**src/rtl/rr_arb4_pkg.sv**
```systemverilog
// Shared types and constants for the 4-way round-robin arbiter.
package rr_arb4_pkg;
  localparam int NUM_REQ = 4;
  localparam int IDX_W   = 2;
  localparam int HOLD_W  = 8;

  typedef enum logic [1:0] {
    IDLE  = 2'd0,
    GRANT = 2'd1,
    GAP   = 2'd2
  } state_t;
endpackage

```
**src/rtl/rr_arb4_ctrl_if.sv**
```systemverilog
// Request/grant bundle between requesters (master) and the arbiter (slave).
interface rr_arb4_ctrl_if;
  logic [rr_arb4_pkg::NUM_REQ-1:0] req;
  logic                            rel;
  logic [rr_arb4_pkg::NUM_REQ-1:0] gnt;
  logic [rr_arb4_pkg::IDX_W-1:0]   gnt_idx;
  logic                            gnt_vld;
  logic                            timeout;

  modport master (output req, rel, input gnt, gnt_idx, gnt_vld, timeout);
  modport slave  (input req, rel, output gnt, gnt_idx, gnt_vld, timeout);
endinterface

```
**src/rtl/rr_arb4_ctrl_dec2to4_onehot.sv**
```systemverilog
// Binary index to one-hot decode, forced to all-zero when not enabled.
module dec2to4_onehot
  import rr_arb4_pkg::*;
(
  input  logic [IDX_W-1:0]   i_idx,
  input  logic               i_en,
  output logic [NUM_REQ-1:0] o_oh
);
  genvar gi;
  generate
    for (gi = 0; gi < NUM_REQ; gi++) begin : g_bit
      assign o_oh[gi] = i_en & (i_idx == IDX_W'(gi));
    end
  endgenerate
endmodule

```
**src/rtl/rr_arb4_ctrl.sv**
```systemverilog
// 4-way round-robin arbiter: IDLE -> GRANT -> GAP with registered one-hot grant.
// Define RR_ARB4_TIMEOUT_EN to enable forced revocation after MAX_HOLD grant cycles.
module rr_arb4_ctrl
  import rr_arb4_pkg::*;
#(
  parameter int MAX_HOLD = 16
) (
  input  logic           clk,
  input  logic           rst_n,
  rr_arb4_ctrl_if.slave  arb
);
  state_t               r_state;
  logic [IDX_W-1:0]     r_ptr;
  logic [IDX_W-1:0]     r_gnt_idx;
  logic [NUM_REQ-1:0]   r_gnt;
  logic                 r_gnt_vld;

  logic [IDX_W-1:0]     w_cand_idx [NUM_REQ];
  logic [NUM_REQ-1:0]   w_cand_req;
  logic                 w_win_vld;
  logic [IDX_W-1:0]     w_win_idx;
  logic [NUM_REQ-1:0]   w_win_oh;
  logic                 w_rel_exit;
  logic                 w_force_exit;

  if (MAX_HOLD < 2 || MAX_HOLD > 255) begin : g_max_hold_range
    $error("rr_arb4_ctrl: MAX_HOLD must be within 2..255");
  end

  // Candidate k is the requester at distance k from the round-robin pointer.
  genvar gi;
  generate
    for (gi = 0; gi < NUM_REQ; gi++) begin : g_cand
      assign w_cand_idx[gi] = r_ptr + IDX_W'(gi);
      assign w_cand_req[gi] = arb.req[w_cand_idx[gi]];
    end
  endgenerate

  always_comb begin
    w_win_vld = 1'b0;
    w_win_idx = '0;
    for (int k = NUM_REQ - 1; k >= 0; k--) begin
      if (w_cand_req[k]) begin
        w_win_vld = 1'b1;
        w_win_idx = w_cand_idx[k];
      end
    end
  end

  dec2to4_onehot u_dec (
    .i_idx (w_win_idx),
    .i_en  (w_win_vld),
    .o_oh  (w_win_oh)
  );

  // Owner dropping its request is treated exactly like an explicit release.
  assign w_rel_exit = arb.rel | ~arb.req[r_gnt_idx];

`ifdef RR_ARB4_TIMEOUT_EN
  localparam logic [HOLD_W-1:0] HOLD_LAST = HOLD_W'(MAX_HOLD - 1);
  logic [HOLD_W-1:0] r_hold;
  logic              r_timeout;

  assign w_force_exit = ~w_rel_exit & (r_hold == HOLD_LAST);
  assign arb.timeout  = r_timeout;
`else
  assign w_force_exit = 1'b0;
  assign arb.timeout  = 1'b0;
`endif

  assign arb.gnt     = r_gnt;
  assign arb.gnt_idx = r_gnt_idx;
  assign arb.gnt_vld = r_gnt_vld;

  always_ff @(posedge clk or negedge rst_n) begin
    if (!rst_n) begin
      r_state   <= IDLE;
      r_ptr     <= '0;
      r_gnt     <= '0;
      r_gnt_idx <= '0;
      r_gnt_vld <= 1'b0;
`ifdef RR_ARB4_TIMEOUT_EN
      r_hold    <= '0;
      r_timeout <= 1'b0;
`endif
    end else begin
`ifdef RR_ARB4_TIMEOUT_EN
      r_timeout <= 1'b0;
`endif
      case (r_state)
        IDLE: begin
          if (w_win_vld) begin
            r_state   <= GRANT;
            r_gnt     <= w_win_oh;
            r_gnt_idx <= w_win_idx;
            r_gnt_vld <= 1'b1;
`ifdef RR_ARB4_TIMEOUT_EN
            r_hold    <= '0;
`endif
          end
        end
        GRANT: begin
          if (w_rel_exit || w_force_exit) begin
            r_state   <= GAP;
            r_ptr     <= r_gnt_idx + IDX_W'(1);
            r_gnt     <= '0;
            r_gnt_idx <= '0;
            r_gnt_vld <= 1'b0;
`ifdef RR_ARB4_TIMEOUT_EN
            r_timeout <= w_force_exit;
          end else begin
            r_hold    <= r_hold + HOLD_W'(1);
`endif
          end
        end
        GAP:     r_state <= IDLE;
        default: r_state <= IDLE;
      endcase
    end
  end
endmodule

```
**src/flat_wrapper.sv**
```systemverilog
// flat-port wrapper written by rule: the top's interface ports become plain ports
module rr_arb4_ctrl_flat import rr_arb4_pkg::*;
#(
  parameter int MAX_HOLD = 16
)
  (clk, rst_n, arb_req, arb_rel, arb_gnt, arb_gnt_idx, arb_gnt_vld, arb_timeout);
  rr_arb4_ctrl_if arb_i ();
  input  logic clk;
  input  logic rst_n;
  input wire logic [$bits(arb_i.req)-1:0] arb_req;
  input wire logic [$bits(arb_i.rel)-1:0] arb_rel;
  output wire logic [$bits(arb_i.gnt)-1:0] arb_gnt;
  output wire logic [$bits(arb_i.gnt_idx)-1:0] arb_gnt_idx;
  output wire logic [$bits(arb_i.gnt_vld)-1:0] arb_gnt_vld;
  output wire logic [$bits(arb_i.timeout)-1:0] arb_timeout;
  assign arb_i.req = arb_req;
  assign arb_i.rel = arb_rel;
  assign arb_gnt = arb_i.gnt;
  assign arb_gnt_idx = arb_i.gnt_idx;
  assign arb_gnt_vld = arb_i.gnt_vld;
  assign arb_timeout = arb_i.timeout;
  rr_arb4_ctrl #(.MAX_HOLD(MAX_HOLD)) u_core (.clk(clk), .rst_n(rst_n), .arb(arb_i));
endmodule
```
**config.mk**
```make
export PLATFORM = sky130hd
export DESIGN_NAME = rr_arb4_ctrl_flat
export DESIGN_NICKNAME = d
export VERILOG_FILES = /design/src/rtl/rr_arb4_pkg.sv /design/src/rtl/rr_arb4_ctrl_if.sv /design/src/rtl/rr_arb4_ctrl_dec2to4_onehot.sv /design/src/rtl/rr_arb4_ctrl.sv /design/src/flat_wrapper.sv
export SDC_FILE = /design/constraint.sdc
export NUM_CORES = 1
export LEC_CHECK = 0
export CAP_MARGIN = 10
export CORE_AREA = 2 2 39 41
export CTS_CLUSTER_DIAMETER = 40
export DETAILED_ROUTE_END_ITERATION = 10
export DIE_AREA = 0 0 41 43
export MAX_ROUTING_LAYER = met4
export PLACE_DENSITY = 0.84
export RECOVER_POWER = 50
export SLEW_MARGIN = 40
export SYNTH_ARGS = -nofsm -noshare
export SYNTH_HDL_FRONTEND = slang
export SYNTH_SLANG_ARGS = --single-unit
```
**constraint.sdc**
```tcl
create_clock -name clk -period 2.65 [get_ports clk]
set_clock_uncertainty 0.1 [all_clocks]
set_input_delay 0.53 -clock clk [delete_from_list [all_inputs] [get_ports clk]]
set_output_delay 0.53 -clock clk [all_outputs]
set_load 0.02 [all_outputs]
```
[Yosys cells after proc, flatten, opt, wreduce, memory -nomap -nowiden]
Index checks and enable logic that the tools add are counted.
Word-level totals
  output and inout bits: 8
  bits in registers: 11
  input bits: 7
  logic and storage cells: 62
Operators by class
  reduce and logical (&&, ||, !) cells: 6
  bitwise gates (word level): 6
  equality and inequality tests: 6
  add/sub/neg operators: 4
  magnitude comparators: 5
  multiplexer cells: 30
Operators with widths (count)
  $mux 2: 8
  $lt 2x3->1 const B: 5
  $mux 1: 11
  $bmux 1 s2: 5
  $mux 4: 2
  $pmux 2 s2: 2
  $pmux 4 s2: 1
  $add 2x1->2 const B: 2
  $add 2x2->2 const B: 2
  $and 1x1->1: 4
  $eq 2x1->1 const B: 2
  $eq 2x2->1 const B: 2
  $logic_not 2->1: 2
  $reduce_and 2->1: 2
  $reduce_and 3->1: 1
  $ne 2x1->1 const B: 1
  $ne 2x2->1 const B: 1
  $pmux 1 s2: 1
  $reduce_bool 2->1: 1
  $not 1->1: 1
  $or 1x1->1: 1

[Depth between registers and ports, before layout]
  depth in word-level cells: 11
  gate-level depth with buffers: 5
  gate-level depth less buffers: 4

[By module]
From an unflattened synthesis, not the netlist that was laid out.
Second synthesis, totals
  cell total of the unflattened synthesis: 65
  area, all modules: 616.8 µm²
Modules (own cells, without submodules)
  rr_arb4_ctrl: area an instance 579.3 µm², seq. area each 275.3 µm², cells each 61, times used 1
  dec2to4_onehot: area an instance 37.5 µm², seq. area each 0.0 µm², cells each 4, times used 1

[Worst setup path before layout]
Ideal clock, no wire load.
  path type: reg2reg
  start point: reg u_core.r_gnt_idx[0], in the netlist u_core.arb.gnt_idx[0]
  end point: reg u_core.r_ptr[1]
  clock period less this slack: 1.722 ns
  arrival time: 1.497 ns
  cell stages (with the launch flop): 6
  path slack: 0.928 ns
  library setup time: 0.125 ns
  buffers on the path: 1
  cell sequence: dfrtp_1 > clkbuf_2 > mux2i_1 > o22ai_2 > nor3_4 > mux2_2
On the way
  longest elaborated chain between the ends: 5
  elaborated cells between the ends (all ways): 6
  those cells by class: add/sub (1); mux (2); bitwise (2); reduce/logical (1)
Ends and longest elaborated chain
  start: declaration: RTL line rr_arb4_ctrl.sv:14  | logic [IDX_W-1:0] r_gnt_idx;
  start signal: assignment: RTL line rr_arb4_ctrl.sv:95  | r_gnt_idx <= w_win_idx;
  $bmux 1 s2: RTL line rr_arb4_ctrl.sv:57  | assign w_rel_exit = arb.rel | ~arb.req[r_gnt_idx];
  $mux 1 (not written as such): RTL line rr_arb4_ctrl.sv:57
  $not 1->1: RTL line rr_arb4_ctrl.sv:57
  $or 1x1->1: RTL line rr_arb4_ctrl.sv:57
  $reduce_and 2->1 (no line)
  end signal: assignment: RTL line rr_arb4_ctrl.sv:105  | r_ptr <= r_gnt_idx + IDX_W'(1);
  end: declaration: RTL line rr_arb4_ctrl.sv:13  | logic [IDX_W-1:0] r_ptr;
Several ways; a longest one is shown, not always the timed one. The select of a mux whose other input is x is not followed.
A chain may end at the register's enable or synchronous reset.

[Worst setup path in the final report]
  start point: in arb_req[1]
  end point: reg u_core.r_ptr[1]
On the way
  longest elaborated chain between the ends: 5
Ends and longest elaborated chain
  start: declaration: RTL line flat_wrapper.sv:10  | input wire logic [$bits(arb_i.req)-1:0] arb_req;
  $bmux 1 s2: RTL line rr_arb4_ctrl.sv:57
  $mux 1 (not written as such): RTL line rr_arb4_ctrl.sv:57
  $not 1->1: RTL line rr_arb4_ctrl.sv:57
  $or 1x1->1: RTL line rr_arb4_ctrl.sv:57
  $reduce_and 2->1 (no line)
No other way between the ends. The select of a mux whose other input is x is not followed.

==> flow_summary.ini <==
[layout]
fin_area_um2 = 727
fillerInstances = 130
n_antenna_cell = 0
final_cell_mix = clkdlybuf4s50_1, dfrtp_1, mux2i_1, a32o_1
area.growth.synth_to_final_pct = 24.1
drive_gt1_share_pct = 15.2
nets = 74
fin_cells = 82
final_common_cell = clkdlybuf4s50_1

[placed_design]
port_buffers = 13
place_congestion = 0.785
place_area_um2 = 712
place_inst = 78
preCtsSetupSlack_ns = 0.430

[cts]
clk_path_buf_depth = 2
cts_tree = done
cts_sinks = 11
cts-root-buf = clkbuf_4
h-tree-depth = 1
cts_setup_buffers = 0
clock_latency_ns = 0.26
ctsResizeCount = 0
ctsHoldBuffers = 0
numCtsBuffers = 3
path_clk_slew_ns = 0.06

[sta]
hold_slack_ns = 0.405
period_minus_slack_ns = 2.20
fmax_mhz = 455
finalSetupTns_ns = 0
rsz0062_at_grt = false
post-route-period-util_pct = 82.9
hold_viol = 0
tightestPinTransition_ns = 0.728
setup_viol_count_final = 0
worst_slack_ns = 0.453
worst_slew_margin_rel_pct = 51.1
drv_slew = 0

[min_path]
holdPathEnd = u_core.arb.gnt[3]$_DFFE_PN0P_
hp-class = flop to flop
hp-start = u_core.arb.gnt[3]$_DFFE_PN0P_
whs_path_depth = 1

[worst_setup_path]
timing.rr.end = u_core.r_ptr[1]$_DFFE_PN0P_
worst-path-max-fanout = 6
worstRegToRegCells = 4
crit_path_start = arb_req[1]
r2r_start = u_core.arb.gnt_idx[0]$_DFFE_PN0P_
required_ns = 2.70
reg2reg_slack_ns = 0.72
crit_path_end_kind = flop
crit_path_start_kind = input port
critPathArrivalTime_ns = 2.24
crit_type = input port to flop

[yosys]
synth_cell_types = 29
yosysWarnings = 0
synth_top_family_by_area = compound AO/OA/AOI/OAI gates
ys_ff_latch = 11
avgSynthCellArea_um2 = 11.3
syn-cell-area_um2 = 586
synth_fp_nets = 59
synth_mux_area_share_pct = 8.76
synth_edf_count = 0
syn_inst = 52
yosys.area_share.simple_pct = 13.0
seq_area_frac_synth_pct = 47.0
synth-compound-area-share_pct = 23.1
async_flop_share_pct = 100
synthFlopType = dfrtp_1
synthAdderAreaFrac_pct = 0
synthXorXnorAreaFrac_pct = 1.50

[power]
power_density_mw_per_mm2 = 1140
power_leakage_nw = 0.323
peakVddDrop_v = 0.000427

[route]
wl_per_cell_um = 14.0
drc = 0
vias_per_cell = 5.73
first_iter_violations = 18
routed_wl_mm = 1.15
ant_nets = 0
firstDrtPassIters = 4
vias = 470

[global_routing]
grt.overflow.total = 0
grt_max_degree = 12
grt_pass1_wl_mm = 1.77
grt_usage_pct = 15.8
antenna_found_initial = 0
grt_pass1_vias = 423

[floorplan]
core-area_mm2 = 0.00138
die_area_mm2 = 0.00176
dieHeight_um = 43
ioPinCount = 15
start_util_pct = 42.3
die_x_um = 41
fp-row-count = 14

[run]
cap_violations = 0

[outcome]
outcome = finished clean
==> power breakdown <==
group	total (mW)	internal, mW	switching (mW)
registers	0.313	0.242	0.0709
clock network	0.110	0.0582	0.0516
logic	0.409	0.208	0.201
total	0.832	0.509	0.324
==> per-layer routing <==
| layer | up-vias | part of all wire [%] | global-route usage (%) |
|---|---|---|---|
| met4 | 0 | 0 | 10.0 |
| met2 | 12 | 51 | 22.8 |
| met3 | 0 | 4.3 | 3.14 |
| met5 | - | 0 | - |
| met1 | 236 | 44 | 19.4 |
| li1 | 222 | - | - |
==> Yosys cell counts (all sizes together) (2+ instances only) <==
cell type  number  area [um^2]
dfrtp          11          275
a32o            4         40.0
mux2i           4         40.0
a21oi           3         15.0
inv             3         11.3
nor3            3         26.3
a21o            2         16.3
a22o            2         20.0
buf             2         18.8
nor2            2         7.51
o22ai           2         18.8
==> critical path, cell delays in order <==
cell and delay [ns]:
clkdlybuf4s50_1 0.50, mux2i_1 0.21, o22ai_2 0.13, nor3_1 0.47, mux2_2 0.41
==> through the flow <==
step           power [mW]  utilization (%)
4_1_cts             0.854             53.3
2_1_floorplan       0.606                -
3_5_place_dp        0.742             51.4
3_3_place_gp        0.730             51.4
5_1_grt             0.892             52.5
6_report            0.832             52.5
==> how the worst max path moves through the flow <==
| stage | to | cells past startpoint |
|---|---|---|
| 2_1_floorplan | u_core.r_ptr[1]$_DFFE_PN0P_ | 5 |
| 3_3_place_gp | u_core.r_ptr[1]$_DFFE_PN0P_ | 5 |
| 3_5_place_dp | u_core.r_ptr[1]$_DFFE_PN0P_ | 5 |
| 4_1_cts | arb_gnt_idx[0] | 1 |
| 5_1_grt | u_core.r_ptr[1]$_DFFE_PN0P_ | 5 |
| 6_report | u_core.r_ptr[1]$_DFFE_PN0P_ | 5 |
==> cells by family after synthesis <==
| kind of cell | count (synthesis) |
|---|---|
| xor+xnor | 1 |
| flops | 11 |
| buf+inv | 6 |
| mux | 5 |
| other cells | 1 |
| compound gates | 16 |
| simple gates | 12 |
==> registers in the layout (all words and copies together), names as in the netlist <==
name and flops:
u_core.arb.gnt 4, u_core.arb.gnt_idx 2, u_core.arb.gnt_vld 1, u_core.r_ptr 2, u_core.r_state 2
==> final cells by class <==
type,count,area (um^2),share of cell area [%]
clock buffer,4,26.3,3.61
inverter,3,11.3,1.55
multi-input combinational,35,264,36.3
sequential,11,275,37.9
tap,16,20.0,2.75
timing repair buffer,13,130,17.9
(Power assumes the default switching activity.)
